## config.mk

```make
export PLATFORM = sky130hd
export DESIGN_NAME = inst_fetch_unit_flat
export DESIGN_NICKNAME = d
export VERILOG_FILES = /design/src/rtl/inst_fetch_unit_pkg.sv /design/src/rtl/inst_fetch_unit_if.sv /design/src/rtl/inst_fetch_unit_fifo.sv /design/src/rtl/inst_fetch_unit.sv /design/src/flat_wrapper.sv
export SDC_FILE = /design/constraint.sdc
export NUM_CORES = 1
export LEC_CHECK = 0
export BUFFER_PORTS_ARGS = -buffer_cell sky130_fd_sc_hd__clkbuf_2
export CORE_UTILIZATION = 25
export DETAILED_ROUTE_END_ITERATION = 12
export MAX_ROUTING_LAYER = met4
export PLACE_DENSITY = 0.51
export SLEW_MARGIN = 10
export SYNTH_ARGS = -nofsm -noshare
export SYNTH_HDL_FRONTEND = slang
export SYNTH_HIERARCHICAL = 1
export SYNTH_SLANG_ARGS = --single-unit
```

## constraint.sdc

```tcl
create_clock -name clk_i -period 14 [get_ports clk_i]
set_input_delay 2.8 -clock clk_i [delete_from_list [all_inputs] [get_ports clk_i]]
set_output_delay 2.8 -clock clk_i [all_outputs]
set_load 0.005 [all_outputs]
```

## src/rtl/inst_fetch_unit_pkg.sv

```systemverilog
// Shared types and constants for the instruction fetch unit.
//   NOP_INST       : word presented when no real instruction is available
//   ST_*           : fixed state encodings (kept stable for legacy tooling)
//   fetch_state_t  : fetch FSM state type built on those encodings
//   fetch_entry_t  : one buffered fetch result {pc, inst}
package inst_fetch_unit_pkg;

  localparam logic [31:0] NOP_INST = 32'h0000_0013;

  localparam logic [1:0] ST_IDLE  = 2'd0;
  localparam logic [1:0] ST_FETCH = 2'd1;
  localparam logic [1:0] ST_DRAIN = 2'd2;

  typedef enum logic [1:0] {
    IDLE  = ST_IDLE,
    FETCH = ST_FETCH,
    DRAIN = ST_DRAIN
  } fetch_state_t;

  typedef struct packed {
    logic [31:0] pc;
    logic [31:0] inst;
  } fetch_entry_t;

endpackage

```

## src/rtl/inst_fetch_unit_if.sv

```systemverilog
// Instruction-memory request/response bus.
//   req/addr   : fetch request and word-aligned byte address (fetch side drives)
//   gnt        : request accepted this cycle (memory side drives)
//   rvalid/rdata : in-order response, at least one cycle after its grant
interface inst_fetch_unit_if;
  logic        req;
  logic [31:0] addr;
  logic        gnt;
  logic        rvalid;
  logic [31:0] rdata;

  modport master (output req, addr, input gnt, rvalid, rdata);
  modport slave  (input req, addr, output gnt, rvalid, rdata);
endinterface

```

## src/rtl/inst_fetch_unit_fifo.sv

```systemverilog
// Small synchronous FIFO used for the fetch output buffer and the in-flight PC queue.
//   clk/rst     : clock, synchronous active-high reset
//   push/din    : write an entry (accepted when not full, or when popping the same cycle)
//   pop/dout    : remove the head; dout always shows the current head
//   flush       : empty the FIFO; overrides push/pop in the same cycle
//   count/full/empty : occupancy status
module fetch_fifo
  import inst_fetch_unit_pkg::*;
#(
  parameter type         T     = fetch_entry_t,
  parameter int unsigned DEPTH = 2
) (
  input  logic                         clk,
  input  logic                         rst,
  input  logic                         push,
  input  T                             din,
  input  logic                         pop,
  input  logic                         flush,
  output T                             dout,
  output logic [$clog2(DEPTH+1)-1:0]   count,
  output logic                         full,
  output logic                         empty
);

  localparam int unsigned PW = (DEPTH > 1) ? $clog2(DEPTH) : 1;
  localparam int unsigned CW = $clog2(DEPTH + 1);

  T              mem [DEPTH];
  logic [PW-1:0] wr_ptr;
  logic [PW-1:0] rd_ptr;
  logic          do_push;
  logic          do_pop;

  function automatic logic [PW-1:0] bump(input logic [PW-1:0] p);
    return (p == PW'(DEPTH - 1)) ? '0 : p + 1'b1;
  endfunction

  assign empty   = (count == '0);
  assign full    = (count == CW'(DEPTH));
  assign do_pop  = pop & !empty;
  assign do_push = push & (!full | do_pop);
  assign dout    = mem[rd_ptr];

  always_ff @(posedge clk) begin
    if (rst || flush) begin
      wr_ptr <= '0;
      rd_ptr <= '0;
      count  <= '0;
    end else begin
      if (do_push) begin
        mem[wr_ptr] <= din;
        wr_ptr      <= bump(wr_ptr);
      end
      if (do_pop) begin
        rd_ptr <= bump(rd_ptr);
      end
      count <= count + CW'(do_push) - CW'(do_pop);
    end
  end

endmodule

```

## src/rtl/inst_fetch_unit.sv

```systemverilog
// Fetch stage: owns the PC, issues word requests to instruction memory, buffers
// returned words with their PC and presents them to decode/control. A taken
// redirect (PCSel on a consumed instruction) flushes the buffer and squashes
// every fetch still in flight.
//   clk_i, rst_i      : clock, synchronous active-high reset
//   imem              : instruction-memory bus (master side)
//   stall_i           : downstream not consuming this cycle
//   PCSel_i, alu_i    : redirect request and target for the presented instruction
//   inst_valid_o      : inst_o/pc_o hold a real instruction
//   inst_o, pc_o, pc4_o : presented instruction, its PC, and PC+4
//   misalign_o        : one-cycle pulse when a redirect target was not word aligned
module inst_fetch_unit
  import inst_fetch_unit_pkg::*;
#(
  parameter logic [31:0] RESET_PC = 32'h0000_0000,
  parameter int unsigned DEPTH    = 2
) (
  input  logic                     clk_i,
  input  logic                     rst_i,
  inst_fetch_unit_if.master        imem,
  input  logic                     stall_i,
  input  logic                     PCSel_i,
  input  logic [31:0]              alu_i,
  output logic                     inst_valid_o,
  output logic [31:0]              inst_o,
  output logic [31:0]              pc_o,
  output logic [31:0]              pc4_o,
  output logic                     misalign_o
);

  localparam int unsigned CW = $clog2(DEPTH + 1);

  fetch_state_t  state;
  fetch_state_t  state_next;
  logic [CW-1:0] kill;
  logic [CW-1:0] kill_next;
  logic [CW-1:0] buf_count;
  logic [CW-1:0] outstanding;
  logic [CW:0]   in_use;
  logic [31:0]   fetch_pc;
  logic [31:0]   flight_pc;
  fetch_entry_t  head;
  fetch_entry_t  ret_entry;
  logic          buf_full, buf_empty, pcq_full, pcq_empty;
  logic          redirect, room, grant, live_rv, kill_rv;

  assign inst_valid_o = !buf_empty;
  assign redirect     = PCSel_i & inst_valid_o & !stall_i;
  assign in_use       = {1'b0, buf_count} + {1'b0, outstanding};
  assign room         = !buf_full && !pcq_full && (in_use < (CW+1)'(DEPTH));
  assign imem.req     = (state == FETCH) && room && !redirect;
  assign imem.addr    = fetch_pc;
  assign grant        = imem.req & imem.gnt;
  assign kill_rv      = imem.rvalid & (kill != '0);
  assign live_rv      = imem.rvalid & (kill == '0);
  assign ret_entry    = '{pc: flight_pc, inst: imem.rdata};

  // Occupancy of the in-flight PC queue doubles as the outstanding-request count.
  fetch_fifo #(.T(logic [31:0]), .DEPTH(DEPTH)) u_pcq (
    .clk   (clk_i),
    .rst   (rst_i),
    .push  (grant),
    .din   (fetch_pc),
    .pop   (live_rv),
    .flush (redirect),
    .dout  (flight_pc),
    .count (outstanding),
    .full  (pcq_full),
    .empty (pcq_empty)
  );

  fetch_fifo #(.T(fetch_entry_t), .DEPTH(DEPTH)) u_buf (
    .clk   (clk_i),
    .rst   (rst_i),
    .push  (live_rv),
    .din   (ret_entry),
    .pop   (inst_valid_o & !stall_i),
    .flush (redirect),
    .dout  (head),
    .count (buf_count),
    .full  (buf_full),
    .empty (buf_empty)
  );

  // With nothing buffered, pc_o points at the next instruction expected to arrive.
  assign inst_o = inst_valid_o ? head.inst : NOP_INST;
  assign pc_o   = inst_valid_o ? head.pc : (pcq_empty ? fetch_pc : flight_pc);
  assign pc4_o  = pc_o + 32'd4;

  // On redirect every request still in flight becomes a response to discard; a
  // response arriving in the redirect cycle itself is dropped with the flush.
  always_comb begin
    kill_next = kill;
    if (redirect) begin
      kill_next = outstanding + CW'(grant) - CW'(live_rv);
    end else if (kill_rv) begin
      kill_next = kill - 1'b1;
    end
  end

  always_comb begin
    state_next = state;
    case (state)
      IDLE:    state_next = FETCH;
      FETCH:   if (redirect && kill_next != '0) state_next = DRAIN;
      DRAIN:   if (kill_next == '0) state_next = FETCH;
      default: state_next = IDLE;
    endcase
  end

  always_ff @(posedge clk_i) begin
    if (rst_i) begin
      state      <= IDLE;
      kill       <= '0;
      fetch_pc   <= RESET_PC;
      misalign_o <= 1'b0;
    end else begin
      state      <= state_next;
      kill       <= kill_next;
      misalign_o <= redirect & (alu_i[1:0] != 2'b00);
      if (redirect) begin
        fetch_pc <= {alu_i[31:2], 2'b00};
      end else if (grant) begin
        fetch_pc <= fetch_pc + 32'd4;
      end
    end
  end

endmodule

```

## src/flat_wrapper.sv

```systemverilog
// flat-port wrapper written by rule: the top's interface ports become plain ports
module inst_fetch_unit_flat import inst_fetch_unit_pkg::*;
#(
  parameter logic [31:0] RESET_PC = 32'h0000_0000,
  parameter int unsigned DEPTH    = 2
)
  (clk_i, rst_i, stall_i, PCSel_i, alu_i, inst_valid_o, inst_o, pc_o, pc4_o, misalign_o, imem_req, imem_addr, imem_gnt, imem_rvalid, imem_rdata);
  inst_fetch_unit_if imem_i ();
  input  logic clk_i;
  input  logic rst_i;
  input  logic stall_i;
  input  logic PCSel_i;
  input  logic [31:0] alu_i;
  output logic inst_valid_o;
  output logic [31:0] inst_o;
  output logic [31:0] pc_o;
  output logic [31:0] pc4_o;
  output logic misalign_o;
  output wire logic [$bits(imem_i.req)-1:0] imem_req;
  output wire logic [$bits(imem_i.addr)-1:0] imem_addr;
  input wire logic [$bits(imem_i.gnt)-1:0] imem_gnt;
  input wire logic [$bits(imem_i.rvalid)-1:0] imem_rvalid;
  input wire logic [$bits(imem_i.rdata)-1:0] imem_rdata;
  assign imem_req = imem_i.req;
  assign imem_addr = imem_i.addr;
  assign imem_i.gnt = imem_gnt;
  assign imem_i.rvalid = imem_rvalid;
  assign imem_i.rdata = imem_rdata;
  inst_fetch_unit #(.RESET_PC(RESET_PC), .DEPTH(DEPTH)) u_core (.clk_i(clk_i), .rst_i(rst_i), .imem(imem_i), .stall_i(stall_i), .PCSel_i(PCSel_i), .alu_i(alu_i), .inst_valid_o(inst_valid_o), .inst_o(inst_o), .pc_o(pc_o), .pc4_o(pc4_o), .misalign_o(misalign_o));
endmodule
```

==> results.rst <==
.. list-table::
   :header-rows: 1

   * - Metric
     - Value
   * - Routed wire per std cell
     - around 18 um
   * - Worst voltage drop across the vdd grid
     - slightly above 0.00008 V
   * - Cell family with most CP delay
     - simple AND/OR/NAND/NOR gates
   * - Clock power share
     - 26.5%
   * - DRC violations left
     - 0
   * - CTS tree
     - built
   * - Height of the die
     - ~210 um
   * - Number of max-slew violations in the final report
     - 0
   * - Die footprint
     - approximately 0.045 mm^2
   * - Fraction of registers with async set/reset
     - 0%
   * - GRT Residual Overflow
     - 0
   * - Dominant combinational cell family by area after synthesis
     - multiplexers
   * - Largest net degree at the start of global routing
     - a little over 80
   * - Number of setup violations in the final report
     - 0
   * - Sequential cell area
     - roughly 0.0067 mm^2
   * - First-pass detailed-route iteration total
     - 4
   * - Area share of and/or/nand/nor cells after synthesis
     - 12.1%
   * - Actual transition at the worst max-transition pin
     - 1.11 ns
   * - Detail Route Antenna Nets
     - 0
   * - Power Internal
     - 1.73 mW
   * - Global-route wire length before repair
     - about 44000 um
   * - Layout Nets
     - 1103
   * - Placer Congestion
     - around 0.8
   * - Endpoint class of the critical path
     - output pin
   * - Global routing usage summed across all routing layers
     - between 10% and 20%
   * - Most used standard cell by instance count after synthesis
     - sky130_fd_sc_hd__edfxtp_1
   * - Data required time at the worst endpoint
     - around 11 ns
   * - Routed wire length
     - 29100 um
   * - Reported max-cap violation count
     - 0
   * - Clk Latency, worst-skew pair
     - roughly 0.55 ns
   * - Leading area contributor after synthesis
     - sky130_fd_sc_hd__edfxtp_1
   * - Number of global-route vias before repair
     - roughly 7300
   * - Multiplexer fraction of the synthesized cell area
     - 13.6%
   * - Total inserted antenna cells
     - 0
   * - Initial cell density of the core
     - between 20% and 30%
   * - Area overhead of the layout relative to synthesis
     - 22.9%
   * - Start point of the worst min-delay path
     - u_core/state[0]
   * - Top cells by area in the synthesized netlist
     - sky130_fd_sc_hd__edfxtp_1 (53%), sky130_fd_sc_hd__mux2_2 (10%), sky130_fd_sc_hd__dfxtp_1 (8.2%)
   * - Worst Setup Start Kind
     - flop
   * - Number of CTS-inserted buffers
     - 28
   * - Post-cts sizing count
     - 0
   * - HPWL after detailed placement
     - about 19000 um
   * - Final Hold Vio Count
     - 0
   * - Worst Setup Slack post-DPL
     - approximately 7.2 ns
   * - Layout cell share with drive strength beyond 1
     - between 30% and 40%
   * - Number of I/O port buffers
     - roughly 200
   * - Register-to-Register Setup Slack
     - 9.89 ns
   * - Category of the critical setup timing path
     - flop to output pin
   * - Cell depth of the worst hold path
     - 1
   * - Standard cell with the maximum stage delay on the critical path
     - sky130_fd_sc_hd__buf_4
   * - Slew Limit Headroom
     - 25.5%
   * - Count of flip-flops with a built-in enable after synthesis
     - roughly 190
   * - I/O Pins
     - approximately 200
   * - Switch Pwr
     - between 0.9 and 1 mW
   * - Worst r2r src
     - u_core/u_pcq/count[0]
   * - Part of the total power dissipated in combinational logic
     - between 30% and 40%
   * - Result of the run
     - finished clean
   * - Most instantiated cells after synthesis
     - sky130_fd_sc_hd__edfxtp_1 (192), sky130_fd_sc_hd__mux2_2 (99), sky130_fd_sc_hd__nor2_1 (81)
   * - Count of different cell masters after synthesis
     - 57
   * - Number of buffers inserted to repair setup after CTS
     - 0
   * - Count of H-tree levels built during CTS
     - 1
   * - Share of the synthesized area in the top cell type
     - a little over half
   * - Maximum clock frequency
     - roughly 0.14 GHz
   * - Post-Synth XOR/XNOR Area
     - roughly 4.6%
   * - Synthesized-area fraction occupied by ao, oa, aoi and oai cells
     - 4.98%
   * - Period utilisation layout
     - between 40% and 50%
   * - Setup TNS
     - 0 ns
   * - Hold-fix buffers at CTS
     - 0
   * - Share of the yosys chip area belonging to registers
     - 60.8%
   * - Number of synthesized register bits
     - around 240
   * - Adder-cell area share of the yosys netlist
     - 0.981%
   * - Static power due to leakage
     - ~5 nW
   * - Terminus of the critical flop-to-flop path
     - u_core/u_pcq/mem[0][29]
   * - Yosys warnings
     - 6
   * - Total power divided by cell area
     - just under 200 mW/mm^2
   * - Post-route total power
     - between 2 and 3 mW
   * - Path category of the worst min-delay check
     - flop to flop
   * - Number of instances in the synthesized netlist
     - around 830
   * - Clock Root Buffer
     - sky130_fd_sc_hd__clkbuf_16
   * - Primary flip-flop cell chosen by synthesis mapping
     - sky130_fd_sc_hd__edfxtp_1
   * - Worst R2R Path Depth
     - 8
   * - CTS max path bufs
     - 3
   * - CTS clock-pin slew for the worst setup and hold paths
     - approximately 0.060 ns
   * - Worst-case clock skew
     - ~0.012 ns
   * - Post-route core utilization
     - 31.2%
   * - Die width
     - around 210 um
   * - Buf/Inv on CP
     - 2
   * - Cells along the critical path
     - nor2_4, buf_4, nor2_1, a21oi_1, ha_1, nand3_2, or4_4, nor2_1, xor2_1, clkbuf_2
   * - Final critical delay including setup and external delays
     - around 7 ns
   * - Clock Sinks
     - around 240
   * - Multi-input gate area in the final layout
     - 0.00404 mm^2
   * - RSZ-0062 raised after global routing
     - no
   * - Arr. time, crit path
     - around 4.2 ns
   * - Final-layout fill cell count
     - 4449
   * - Smallest setup slack after layout
     - 7.03 ns
   * - Initial DRC count
     - about 400
   * - Fraction of power spent switching nets
     - 35.2%
   * - Count of vias placed by the detailed router
     - roughly 7100
   * - Syn Area/Cell
     - 13.3 um^2
   * - Highest cell delay on the worst timing path
     - around 0.81 ns
   * - CORE AREA
     - approximately 0.043 mm^2
   * - CP dominant cell by count
     - sky130_fd_sc_hd__nor2_1
   * - Core Rows
     - between 70 and 80
   * - Worst Path Max Fanout
     - between 80 and 90
   * - Synthesized area
     - ~0.011 mm^2
   * - Share of total power in sequential cells
     - between 30 and 40%
   * - Worst Hold Endpoint
     - u_core/state[0]
   * - Initial antenna violation count
     - 0
   * - Vias per std cell
     - 4.38
## layer usage
| layer | vias up | wire [um] | track usage, % |
|---|---|---|---|
| li1 | 3444 | - | - |
| met1 | 3473 | 13300 | 16.8 |
| met2 | 187 | 13700 | 21.5 |
| met3 | 37 | 1450 | 2.30 |
| met4 | 0 | 652 | 4.17 |
| met5 | - | 0 | - |
## stage by stage
stage,instances,hold slack (ns),instance area (um^2)
after detailed placement,1580,0.466,12600
after global placement,1580,0.456,12600
after global routing,1631,0.503,13500
after CTS,1631,0.474,13500
after floorplan,830,0.442,11000
final,1631,0.467,13500
## final cells by class
cell class	instances	share of cell area, %
Clock buffer	38	5.48
Clock inverter	13	1.13
Inverter	22	0.613
Multi-Input combinational cell	528	29.9
Sequential cell	237	49.5
Tap cell	585	5.43
Timing Repair Buffer	208	7.91
## placed cells by master (no fill, tap or decap), types with 21 or more instances in the layout
cell	count
sky130_fd_sc_hd__nor2b_1	31
sky130_fd_sc_hd__nand2_1	26
sky130_fd_sc_hd__clkbuf_16	28
sky130_fd_sc_hd__xnor2_1	30
sky130_fd_sc_hd__mux2i_1	35
sky130_fd_sc_hd__clkbuf_2	198
sky130_fd_sc_hd__dfxtp_1	44
sky130_fd_sc_hd__mux2_2	99
sky130_fd_sc_hd__xor2_1	27
sky130_fd_sc_hd__a211oi_1	22
sky130_fd_sc_hd__inv_1	21
sky130_fd_sc_hd__nor2_1	77
sky130_fd_sc_hd__edfxtp_1	192
## worst max-delay path by stage
stage	slack [ns]	endpoint	cells past startpoint	startpoint
CTS	6.87	pc4_o[16]	10	u_core/u_buf/count[1]
global placement	7.21	imem_req	6	stall_i
detailed placement	7.18	imem_req	6	stall_i
finish	7.03	pc4_o[16]	10	u_core/u_buf/count[1]
global route	6.69	pc4_o[15]	9	u_core/u_buf/count[1]
floorplan	3.38	u_core/u_buf/mem[1][0]	4	stall_i
## cell families after synthesis
kind of cell / count (synthesis)
simple gates: 242
flops: 237
mux: 136
compound gates: 79
buf+inv: 65
xor+xnor: 57
fa+ha+maj: 8
other cells: 1
## registers in the layout, indices dropped and copies added, names as in the netlist, named ones only
register / count
u_core/u_pcq/count: 2
u_core/u_buf/rd_ptr: 1
u_core/misalign_o: 1
u_core/state: 2
u_core/u_buf/count: 2
u_core/kill: 2
u_core/u_pcq/rd_ptr: 1
u_core/imem.addr: 30
u_core/u_buf/wr_ptr: 1
u_core/u_pcq/mem: 64
u_core/u_buf/mem: 128
u_core/u_pcq/wr_ptr: 1
## power groups by stage
stage | Sequential [mW] | Combinational [mW] | Clock, mW
finish | 0.977 | 0.990 | 0.710
global route | 0.991 | 1.09 | 0.760
CTS | 0.979 | 1.02 | 0.733
detailed placement | 0.994 | 1.02 | 0
global placement | 0.988 | 1.01 | 0
floorplan | 0.972 | 0.617 | 0
(Power assumes the default switching activity.)
